--- config.mk ---
export PLATFORM = sky130hd
export DESIGN_NAME = bus_dev_fifo_bank
export DESIGN_NICKNAME = d
export VERILOG_FILES = /design/src/rtl/bus_dev_fifo_bank.sv
export SDC_FILE = /design/constraint.sdc
export NUM_CORES = 1
export LEC_CHECK = 0
export ABC_AREA = 1
export CAP_MARGIN = 15
export CORE_ASPECT_RATIO = 1.25
export CORE_UTILIZATION = 31
export DETAILED_ROUTE_END_ITERATION = 8
export SLEW_MARGIN = 20
export SYNTH_ARGS = -nofsm -noshare
export SYNTH_HDL_FRONTEND = slang
export SYNTH_SLANG_ARGS = --single-unit
--- constraint.sdc ---
create_clock -name clk -period 10.4 [get_ports clk]
set_clock_uncertainty 0.05 [all_clocks]
set_input_delay 2.08 -clock clk [delete_from_list [all_inputs] [get_ports clk]]
set_output_delay 2.08 -clock clk [all_outputs]
set_load 0.01 [all_outputs]
--- src/rtl/bus_dev_fifo_bank.sv ---
// Per-device TX/RX FIFO bank for one shared-bus lane, with per-device overflow drop counters.
// Optional macro DEST_CHECK_EN: discard misrouted RX pushes and count them in misroute_cnt.
module bus_dev_fifo_bank #(
  parameter int unsigned drvrs     = 5,
  parameter int unsigned pckg_sz   = 16,
  parameter int unsigned depth     = 4,
  parameter logic [7:0]  broadcast = 8'b1000_1111
) (
  input  logic                       clk,
  input  logic                       reset,
  input  logic [drvrs-1:0]           tx_wr,
  input  logic [drvrs*pckg_sz-1:0]   tx_data,
  output logic [drvrs-1:0]           tx_full,
  output logic [drvrs-1:0]           pndng,
  output logic [drvrs*pckg_sz-1:0]   D_pop,
  input  logic [drvrs-1:0]           pop,
  input  logic [drvrs-1:0]           push,
  input  logic [drvrs*pckg_sz-1:0]   D_push,
  input  logic [drvrs-1:0]           rx_rd,
  output logic [drvrs*pckg_sz-1:0]   rx_data,
  output logic [drvrs-1:0]           rx_empty,
  output logic [drvrs*8-1:0]         drop_cnt
`ifdef DEST_CHECK_EN
  ,
  output logic [drvrs*8-1:0]         misroute_cnt
`endif
);

  localparam int unsigned PW = $clog2(depth);
  localparam int unsigned CW = $clog2(depth + 1);

  for (genvar i = 0; i < drvrs; i++) begin : g_dev
    logic [pckg_sz-1:0] tx_mem [depth];
    logic [pckg_sz-1:0] rx_mem [depth];
    logic [PW-1:0]      tx_rp, tx_wp, rx_rp, rx_wp;
    logic [CW-1:0]      tx_cnt, rx_cnt;
    logic [7:0]         drops;
    logic [8:0]         drop_sum;
    logic [pckg_sz-1:0] tx_din, rx_din;
    logic               tx_full_i, tx_nemp, rx_full_i, rx_nemp;
    logic               tx_we, tx_re, tx_drop, rx_we, rx_re, rx_drop;
    logic               dst_ok;

    assign tx_din = tx_data[i*pckg_sz +: pckg_sz];
    assign rx_din = D_push[i*pckg_sz +: pckg_sz];

`ifdef DEST_CHECK_EN
    logic [7:0] dst;
    logic [7:0] mis;

    assign dst    = rx_din[pckg_sz-1 -: 8];
    assign dst_ok = (dst == 8'(i)) || (dst == broadcast);

    // Misrouted pushes are counted here and never reach the overflow counter.
    always_ff @(posedge clk or posedge reset) begin
      if (reset) begin
        mis <= 8'h00;
      end else if (push[i] && !dst_ok && (mis != 8'hFF)) begin
        mis <= mis + 8'h01;
      end
    end

    assign misroute_cnt[i*8 +: 8] = mis;
`else
    assign dst_ok = 1'b1;
`endif

    // Full/empty decisions use the pre-edge occupancy.
    always_comb begin
      tx_full_i = (tx_cnt == CW'(depth));
      tx_nemp   = (tx_cnt != '0);
      rx_full_i = (rx_cnt == CW'(depth));
      rx_nemp   = (rx_cnt != '0);
      tx_we     = tx_wr[i] && !tx_full_i;
      tx_drop   = tx_wr[i] && tx_full_i;
      tx_re     = pop[i] && tx_nemp;
      rx_we     = push[i] && dst_ok && !rx_full_i;
      rx_drop   = push[i] && dst_ok && rx_full_i;
      rx_re     = rx_rd[i] && rx_nemp;
      drop_sum  = {1'b0, drops} + 9'(tx_drop) + 9'(rx_drop);
    end

    always_ff @(posedge clk or posedge reset) begin
      if (reset) begin
        tx_rp  <= '0;
        tx_wp  <= '0;
        tx_cnt <= '0;
        rx_rp  <= '0;
        rx_wp  <= '0;
        rx_cnt <= '0;
        drops  <= 8'h00;
      end else begin
        if (tx_we) tx_wp <= tx_wp + PW'(1);
        if (tx_re) tx_rp <= tx_rp + PW'(1);
        if (rx_we) rx_wp <= rx_wp + PW'(1);
        if (rx_re) rx_rp <= rx_rp + PW'(1);
        tx_cnt <= tx_cnt + CW'(tx_we) - CW'(tx_re);
        rx_cnt <= rx_cnt + CW'(rx_we) - CW'(rx_re);
        drops  <= drop_sum[8] ? 8'hFF : drop_sum[7:0];
      end
    end

    // Storage needs no reset: heads are masked to zero while empty.
    always_ff @(posedge clk) begin
      if (tx_we) tx_mem[tx_wp] <= tx_din;
      if (rx_we) rx_mem[rx_wp] <= rx_din;
    end

    assign tx_full[i]                   = tx_full_i;
    assign pndng[i]                     = tx_nemp;
    assign rx_empty[i]                  = !rx_nemp;
    assign D_pop[i*pckg_sz +: pckg_sz]   = tx_nemp ? tx_mem[tx_rp] : '0;
    assign rx_data[i*pckg_sz +: pckg_sz] = rx_nemp ? rx_mem[rx_rp] : '0;
    assign drop_cnt[i*8 +: 8]           = drops;
  end

endmodule

After elaboration in Yosys (flattened, before gate mapping):

Memory sizes are Yosys's and may differ from the RTL's.
Index checks and enable logic that the tools add are counted.

* $add $sub $neg: 50
* equal/unequal tests: 10
* mux-type cells: 35
* reduce and logical (&&, ||, !) cells: 55

Operators with widths (count)
* 16-bit two-way mux: 10
* 8-bit by 1-bit adder with 9-bit output: 5
* 9-bit by 1-bit adder with 9-bit output: 5
* 2-bit by 1-bit adder with 2-bit output (second input constant): 20
* 8-bit two-way mux: 5
* 3-bit by 1-bit adder with 3-bit output: 10
* 3-bit equality test (second input constant): 10
* 1-bit logical AND: 30
* 3-bit nonzero test: 10
* 3-bit by 1-bit subtractor with 3-bit output: 10
* 1-bit two-way mux: 20
* 1-bit logical NOT: 15

* bits in registers: 110
* RAM bits: 640
* input port bits: 182
* output and inout port bits: 215
* logic and storage cells: 195
* memories kept: 10

Memories
* g_dev[0].rx_mem: words 4, width 16, rd ports 1, clocked after memory_dff 0, wr ports 1, line 34 `logic [pckg_sz-1:0] rx_mem [depth];`
* g_dev[0].tx_mem: words 4, width 16, rd ports 1, clocked after memory_dff 0, wr ports 1, line 33 `logic [pckg_sz-1:0] tx_mem [depth];`
* g_dev[1].rx_mem: words 4, width 16, rd ports 1, clocked after memory_dff 0, wr ports 1, line 34
* g_dev[1].tx_mem: words 4, width 16, rd ports 1, clocked after memory_dff 0, wr ports 1, line 33
* g_dev[2].rx_mem: words 4, width 16, rd ports 1, clocked after memory_dff 0, wr ports 1, line 34
* g_dev[2].tx_mem: words 4, width 16, rd ports 1, clocked after memory_dff 0, wr ports 1, line 33
* 4 more memories

Longest topological paths before layout:

Gate-level depths: netlist (run 1).

* depth in word-level cells: 5
* gate-level depth with buffers: 10
* depth with buffers taken out: 10

Worst setup path after synthesis (run 1):

No wires, ideal clock.

* path kind: in2reg
* start: input port tx_wr[3]
* end: register g_dev[3].tx_cnt[2]
* setup time: 0.122 ns
* arrival time: 3.232 ns
* data required time: 10.228 ns
* path slack: 6.997 ns
* stages: 7
* cells stage by stage: nand2_1 -> ha_1 -> inv_1 -> ha_1 -> inv_1 -> fa_1 -> xor2_1

* longest elaborated chain between the ends: 3

RTL lines
* start: declaration: line 11 `input logic [drvrs-1:0] tx_wr,`
* 1-bit logical AND: line 74 `tx_we = tx_wr[i] && !tx_full_i;`
* 3-bit by 1-bit adder with 3-bit output: line 97 `tx_cnt <= tx_cnt + CW'(tx_we) - CW'(tx_re);`
* 3-bit by 1-bit subtractor with 3-bit output: line 97
* end signal: assignment: line 97
* end: declaration: line 36 `logic [CW-1:0] tx_cnt, rx_cnt;`

Every way passes these cells.
A chain may end at the register's enable or synchronous reset.

Worst setup path in the final report (run 1):

* start: register g_dev[3].rx_rp[1]
* end: output port rx_data[49]

* longest elaborated chain between the ends: 2

RTL lines
* start: declaration: line 35 `logic [PW-1:0] tx_rp, tx_wp, rx_rp, rx_wp;`
* start signal: assignment: line 96 `if (rx_re) rx_rp <= rx_rp + PW'(1);`
* memory read 4 x 16 bit
* 16-bit two-way mux: line 113 `assign rx_data[i*pckg_sz +: pckg_sz] = rx_nemp ? rx_mem[rx_rp] : '0;`
* end: declaration: line 20 `output logic [drvrs*pckg_sz-1:0] rx_data,`

Every way passes these cells.

==> summary.txt, run 1 <==
Placed design
  – Placed Instance Area: 0.0390 sq mm
  – Post-Place Setup Slack: 5.83 ns
  – Placed cell count: 5065
  – Final HPWL DP: 52300 um
  – Port buffer count: 396
  – Final weighted congestion in routability-driven placement: 0.773

Drt
  – Total routed wirelength: 80000 um
  – Antenna viol nets, final: 0
  – Post-detailed-route wirelength per cell: 15.3 um
  – DRC: 0
  – Via count: 22300
  – DRT Pass-1 Iters: 5
  – Detailed Route Iter0 Violations: 1277
  – Number of vias per cell after detailed routing: 4.28

Floorplanning
  – Ports: 397
  – Vertical extent of the die: 372 um
  – Std cell rows: 135
  – Die extent in x: 298 um
  – Core Region: 0.108 sq mm
  – Starting utilization of the core area: 31.3%
  – Die Footprint: 0.111 sq mm

Synthesis
  – Most area-hungry cell type in the Yosys netlist: edfxtp_1
  – Fraction of post-synthesis cell area in the top cell type by area: 56.7%
  – Mean instance size in the synthesized netlist: 10.2 sq um
  – Synthesized area: 0.0339 sq mm
  – Sequential cell area fraction in the yosys report: 64.8%
  – Syn Nets: 3577
  – Number of distinct library cells after synthesis: 24
  – Post-synthesis instance total: 3320
  – Largest cells by area after synthesis: edfxtp_1, nand2_1, inv_1
  – YS warnings: 0
  – Number of flip-flops and latches in the synthesized netlist: 750

Layout
  – Final Net Count: 3964
  – Relative area change from synthesis to final layout: 22.8%
  – Fraction of layout cells with a size suffix above 1: 6.15%
  – Layout Cell Area excl Fill: 0.0416 sq mm
  – Finished Core Util: 38.4%
  – Post-route non-filler standard cell count: 5218
  – Layout fillers: 10500

Timing
  – Transition at the pin with the smallest max-transition slack: 1.06 ns
  – Finish-stage setup viols: 0
  – Post-route clock period utilization: 49.5%
  – Number of pins exceeding their max-slew limit in the final report: 0
  – Period minus WS final: 5.15 ns
  – Maximum clock frequency: 194 MHz
  – Setup repair after global routing missed its margin: no
  – Post-route setup TNS: 0 ns
  – Smallest setup slack after layout: 5.25 ns
  – Relative slew slack: 29.1%
  – Hold WS: 0.452 ns
  – Number of hold violations in the final report: 0

Power
  – Power share of the clock group: 23.7%
  – Leakage power figure: 18.4 nW
  – Peak VDD IR: 0.190 mV
  – Sw Share: 36.5%
  – Power per Cell Area: 291 mW/mm^2
  – Post-layout power: 12.1 mW
  – Design internal power: 7.67 mW
  – Sequential power share: 36.3%
  – Relative contribution of combinational cells to total power: 40.0%
  – Power spent charging and discharging nets: 4.42 mW

Worst setup path
  – Worst-path fanout max: 19
  – Endpoint kind of the worst setup timing path: primary output
  – Worst EP required: 8.27 ns
  – Worst path arrival time: 3.02 ns
  – Type of the worst setup path: reg2out
  – Register-to-register setup slack: 8.09 ns
  – Type of origin of the critical path: flop

CTS
  – Number of sinks on the clock net: 750
  – CTS-repair resized insts: 0
  – CTS H-tree depth: 3
  – Bufs on Longest Clock Path: 3
  – Number of CTS-inserted buffers: 78
  – Clock latency of the later-clocked register in the worst-skew pair: 0.68 ns
  – Clock transition at the registers of the reported paths: 0.06 ns
  – Quantity of hold-fixing buffers added after cts: 0
  – Root buffer selected by CTS: clkbuf_16
  – Number of post-CTS setup repair buffers: 0
  – CTS tree: yes

Run
  – Number of violations of the max-capacitance limit: 0

Hold path
  – Classification of the worst-slack hold path: reg2reg

Global routing
  – Initial antenna violation count: 21
  – Largest net degree at the start of global routing: 61
  – First-pass GRT wire length: 123000 um
  – Global router's overall resource usage: 14.5%
  – Via count of the first global-routing pass: 21800
  – Remaining Overflow, GRT: 0

Status
  – Result of the run: completed
-- per-layer routing --
| layer | routed length (um) | GRT usage (%) | share of wire (%) |
|---|---|---|---|
| met5 | 140 | 0 | 0.17 |
| met4 | 2710 | 6.72 | 3.4 |
| met3 | 6170 | 4.52 | 7.7 |
| met2 | 39100 | 24.6 | 49 |
| met1 | 31900 | 16.7 | 40 |
-- cells in the final DEF (no fill, tap or decap), drive strengths merged --
cell type,synthesis,layout
clkinv,2,28
buf,120,31
clkbuf,0,102
clkinvlp,0,5
nand2,845,845
nand4,5,5
diode,0,8
nand3,375,375
dfrtp,110,110
xnor2,16,16
fa,15,15
clkdlybuf4s50,0,396
o21ai,25,25
xor2,4,4
o21bai,5,5
bufinv,0,8
nor2,80,80
ha,60,60
edfxtp,640,640
inv,858,862
a21oi,160,160
-- synth_stat cells --
cell / n
buf_6: 59
nor2_1: 75
ha_1: 60
xnor2_1: 16
inv_2: 27
inv_1: 821
o21ai_1: 5
nand3_1: 364
dfrtp_1: 110
nand2_1: 845
o21ai_0: 20
inv_4: 10
fa_1: 15
xor2_1: 4
nand3_2: 11
a21oi_1: 150
o21bai_1: 5
buf_2: 47
buf_4: 14
nand4_1: 5
edfxtp_1: 640
a21oi_2: 10
clkinv_2: 2
nor2_2: 5
-- power groups by stage --
stage	Clock, mW	Sequential (mW)	Combinational (mW)
floorplan	0	4.31	2.98
global placement	0	4.44	4.86
detailed placement	0	4.46	4.91
CTS	2.96	4.40	4.94
global route	3.07	4.47	5.39
finish	2.87	4.40	4.83
-- cell type report --
class                      instances  area (sq um)  area share, %
antenna                            8          20.0         0.0481
clock buffer                     102          2110           5.08
clock inverter                    43           541           1.30
inverter                         860          3260           7.83
multi-input combinational       1590          7730           18.6
sequential                       750         22000           52.8
tap                             1438          1800           4.32
timing repair buffer             427          4200           10.1
-- critical path, stage by stage (launching register included) --
cell and delay, ns:
dfrtp_1 0.64, inv_2 0.40, nand3_1 0.12, a21oi_1 0.53
clkdlybuf4s50_1 0.66
-- kinds of logic after synthesis --
logic type,count (synthesis),share of synthesized area [%]
simple gates,1305,16.1
buf+inv,980,12.6
flops,750,64.8
compound gates,190,2.95
fa+ha+maj,75,3.10
xor+xnor,20,0.517
-- sequential cells by signal (all words and copies together), names as in the netlist --
signal,cells
g_dev.rx_rp,10
g_dev.drops,40
g_dev.tx_rp,10
g_dev.tx_cnt,15
g_dev.rx_wp,10
g_dev.tx_mem,320
g_dev.rx_cnt,15
g_dev.rx_mem,320
g_dev.tx_wp,10
-- worst paths after layout --
| check | start | to | depth (start not counted) |
|---|---|---|---|
| setup / recovery | g_dev[3].rx_rp[1] | rx_data[49] | 4 |
| setup reg to reg | g_dev[2].rx_cnt[1] | g_dev[2].drops[2] | 8 |
| hold / removal | g_dev[3].tx_cnt[0] | g_dev[3].tx_cnt[0] | 1 |
| min in group asynchronous | reset | g_dev[4].tx_rp[1] | 2 |
| hold reg to reg | g_dev[3].tx_cnt[0] | g_dev[3].tx_cnt[0] | 1 |
| max in group asynchronous | reset | g_dev[0].rx_rp[1] | 3 |
(Power assumes the default switching activity.)
==> inputs of run 2 (changes only) <==
clock period = 5.1 ns   (was 10.4 ns; I/O delays follow)
==> summary.txt, run 2 (synthesis results as in run 1) <==
Timing
  – Period minus WS final: 4.09 ns
  – Number of hold violations in the final report: 0 (unchanged)
  – Number of pins exceeding their max-slew limit in the final report: 0 (unchanged)
  – Maximum clock frequency: 245 MHz
  – Smallest setup slack after layout: 1.01 ns (was 5.25 ns)
  – Relative slew slack: 28.4% (was 29.1%)
  – Setup repair after global routing missed its margin: no (unchanged)
  – Finish-stage setup viols: 0 (unchanged)
  – Transition at the pin with the smallest max-transition slack: 1.07 ns (was 1.06 ns)
  – Post-route setup TNS: 0 ns (unchanged)
  – Hold WS: 0.453 ns (was 0.452 ns)
  – Post-route clock period utilization: 80.2%

Floorplanning
  – Die Footprint: 0.111 sq mm (unchanged)
  – Starting utilization of the core area: 31.3% (unchanged)
  – Ports: 397 (unchanged)
  – Vertical extent of the die: 372 um (unchanged)
  – Core Region: 0.108 sq mm (unchanged)
  – Die extent in x: 298 um (unchanged)
  – Std cell rows: 135 (unchanged)

Worst setup path
  – Worst-path fanout max: 19 (unchanged)
  – Endpoint kind of the worst setup timing path: primary output (unchanged)
  – Register-to-register setup slack: 2.67 ns (was 8.09 ns)
  – Reg2Reg Launch Point: g_dev[3].tx_cnt[1] (was g_dev[2].rx_cnt[1])
  – Number of cells on the critical path: 4 (unchanged)
  – Reg-to-reg endpoint: g_dev[3].tx_mem[3][11] (was g_dev[2].drops[2])
  – Type of the worst setup path: reg2out (unchanged)
  – Worst setup path startpoint: g_dev[3].rx_rp[1] (unchanged)
  – Worst path arrival time: 3.02 ns (about the same)
  – Worst reg2reg path depth: 4 (was 8)
  – Number of buffers and inverters on the critical path: 2 (unchanged)
  – Worst EP required: 4.03 ns (was 8.27 ns)
  – Critical-path top delay cell: clkdlybuf4s50_1 (unchanged)
  – Crit path max-delay family: buffers and inverters (unchanged)
  – Critical path destination: rx_data[49] (unchanged)
  – Critical path cell sequence: inv_2 -> nand3_1 -> a21oi_1 -> clkdlybuf4s50_1 (unchanged)
  – Worst stage delay on the critical path: 0.66 ns (about the same)
  – Type of origin of the critical path: flop (unchanged)

Placed design
  – Port buffer count: 396 (unchanged)
  – Final weighted congestion in routability-driven placement: 0.775 (was 0.773)
  – Final HPWL DP: 53000 um (was 52300 um)
  – Post-Place Setup Slack: 1.58 ns (was 5.83 ns)
  – Placed Instance Area: 0.0390 sq mm (about the same)

Drt
  – Via count: 22200 (was 22300)
  – Post-detailed-route wirelength per cell: 15.4 um (was 15.3 um)
  – Detailed Route Iter0 Violations: 1205 (was 1277)
  – Number of vias per cell after detailed routing: 4.26 (was 4.28)
  – Total routed wirelength: 80500 um (was 80000 um)
  – DRC: 0 (unchanged)
  – Antenna viol nets, final: 0 (unchanged)
  – DRT Pass-1 Iters: 5 (unchanged)

Global routing
  – Global router's overall resource usage: 14.5% (about the same)
  – Initial antenna violation count: 13 (was 21)
  – Largest net degree at the start of global routing: 57 (was 61)
  – First-pass GRT wire length: 124000 um (was 123000 um)
  – Remaining Overflow, GRT: 0 (unchanged)
  – Via count of the first global-routing pass: 21700 (was 21800)

Status
  – Result of the run: completed (unchanged)

CTS
  – Clock transition at the registers of the reported paths: 0.06 ns (about the same)
  – Clock latency of the later-clocked register in the worst-skew pair: 0.67 ns (was 0.68 ns)
  – CTS tree: yes (unchanged)
  – CTS H-tree depth: 3 (unchanged)
  – CTS-repair resized insts: 0 (unchanged)
  – Quantity of hold-fixing buffers added after cts: 0 (unchanged)
  – Number of sinks on the clock net: 750 (unchanged)
  – Number of post-CTS setup repair buffers: 0 (unchanged)
  – Root buffer selected by CTS: clkbuf_16 (unchanged)
  – Bufs on Longest Clock Path: 3 (unchanged)
  – Number of CTS-inserted buffers: 80 (was 78)

Power
  – Power per Cell Area: 593 mW/mm^2 (was 291 mW/mm^2)
  – Peak VDD IR: 0.412 mV (was 0.190 mV)
  – Leakage power figure: 18.4 nW (about the same)

Run
  – Number of violations of the max-capacitance limit: 0 (unchanged)

Layout
  – Registers with the most flip-flops: g_dev.rx_mem (320), g_dev.tx_mem (320), g_dev.drops (40) (unchanged)
  – Layout fillers: 10500 (about the same)
  – Final Net Count: 3967 (was 3964)
  – Most frequent cells in the layout: nand2_1, inv_1, edfxtp_1 (unchanged)
  – Relative area change from synthesis to final layout: 22.8% (about the same)
  – Fraction of layout cells with a size suffix above 1: 6.36% (was 6.15%)
  – Most common cell after layout, fill and taps aside: nand2_1 (unchanged)
  – Layout Cell Area excl Fill: 0.0416 sq mm (about the same)

Hold path
  – Classification of the worst-slack hold path: reg2reg (unchanged)
## run 2: worst register-to-register path: cells and delay by family, from the launching register on
family	cells	cell delay, ns
buffers and inverters	1	0.07
flip-flops	1	0.42
AND/OR/NAND/NOR	3	1.48
## run 2: through the flow
| stage | utilization, % | total power [mW] | cells |
|---|---|---|---|
| after floorplan | - | 14.9 | 3320 |
| after global placement | 35.9 | 19.0 | 5066 |
| after detailed placement | 35.9 | 19.1 | 5066 |
| after CTS | 38.4 | 25.1 | 5214 |
| after global routing | 38.4 | 26.3 | 5217 |
| final | 38.4 | 24.7 | 5219 |
## run 2: where the power goes
group	leakage, nW	internal, mW	switching (mW)
Sequential	7.14	8.19	0.846
Clock	1.29	3.38	2.47
Combinational	9.98	4.09	5.72
Total	18.4	15.7	9.04
## run 2: worst min-delay path by stage
| stage | from | end | slack (ns) | cells past startpoint |
|---|---|---|---|---|
| after floorplan | g_dev[0].rx_cnt[0] | g_dev[0].rx_cnt[0] | 0.43 | 1 |
| after global placement | g_dev[2].rx_cnt[0] | g_dev[2].rx_cnt[0] | 0.44 | 1 |
| after detailed placement | g_dev[1].rx_cnt[0] | g_dev[1].rx_cnt[0] | 0.44 | 1 |
| after CTS | g_dev[3].rx_cnt[0] | g_dev[3].rx_cnt[0] | 0.46 | 1 |
| after global routing | g_dev[4].rx_cnt[0] | g_dev[4].rx_cnt[0] | 0.47 | 1 |
| final | g_dev[3].rx_cnt[0] | g_dev[3].rx_cnt[0] | 0.45 | 1 |
## run 2: final cells by class
cell class	instances	area, sq um	share of cell area, %
diodes	5	12.5	0.0301
multi-input cells	1590	7730	18.6
clock buffers	103	2160	5.19
well taps	1438	1800	4.32
inverters	860	3260	7.83
clock inverters	45	478	1.15
repair buffers	428	4220	10.1
flip-flops and latches	750	22000	52.8
## run 2: metal layers
| layer | vias up | GRT usage (%) | part of all wire, % | wire length [um] |
|---|---|---|---|---|
| met5 | - | 0 | 0.12 | 94 |
| met4 | 14 | 5.65 | 2.6 | 2100 |
| li1 | 11100 | - | - | - |
| met3 | 121 | 4.37 | 7.9 | 6370 |
| met2 | 575 | 24.8 | 49 | 39500 |
| met1 | 10400 | 17.1 | 40 | 32400 |
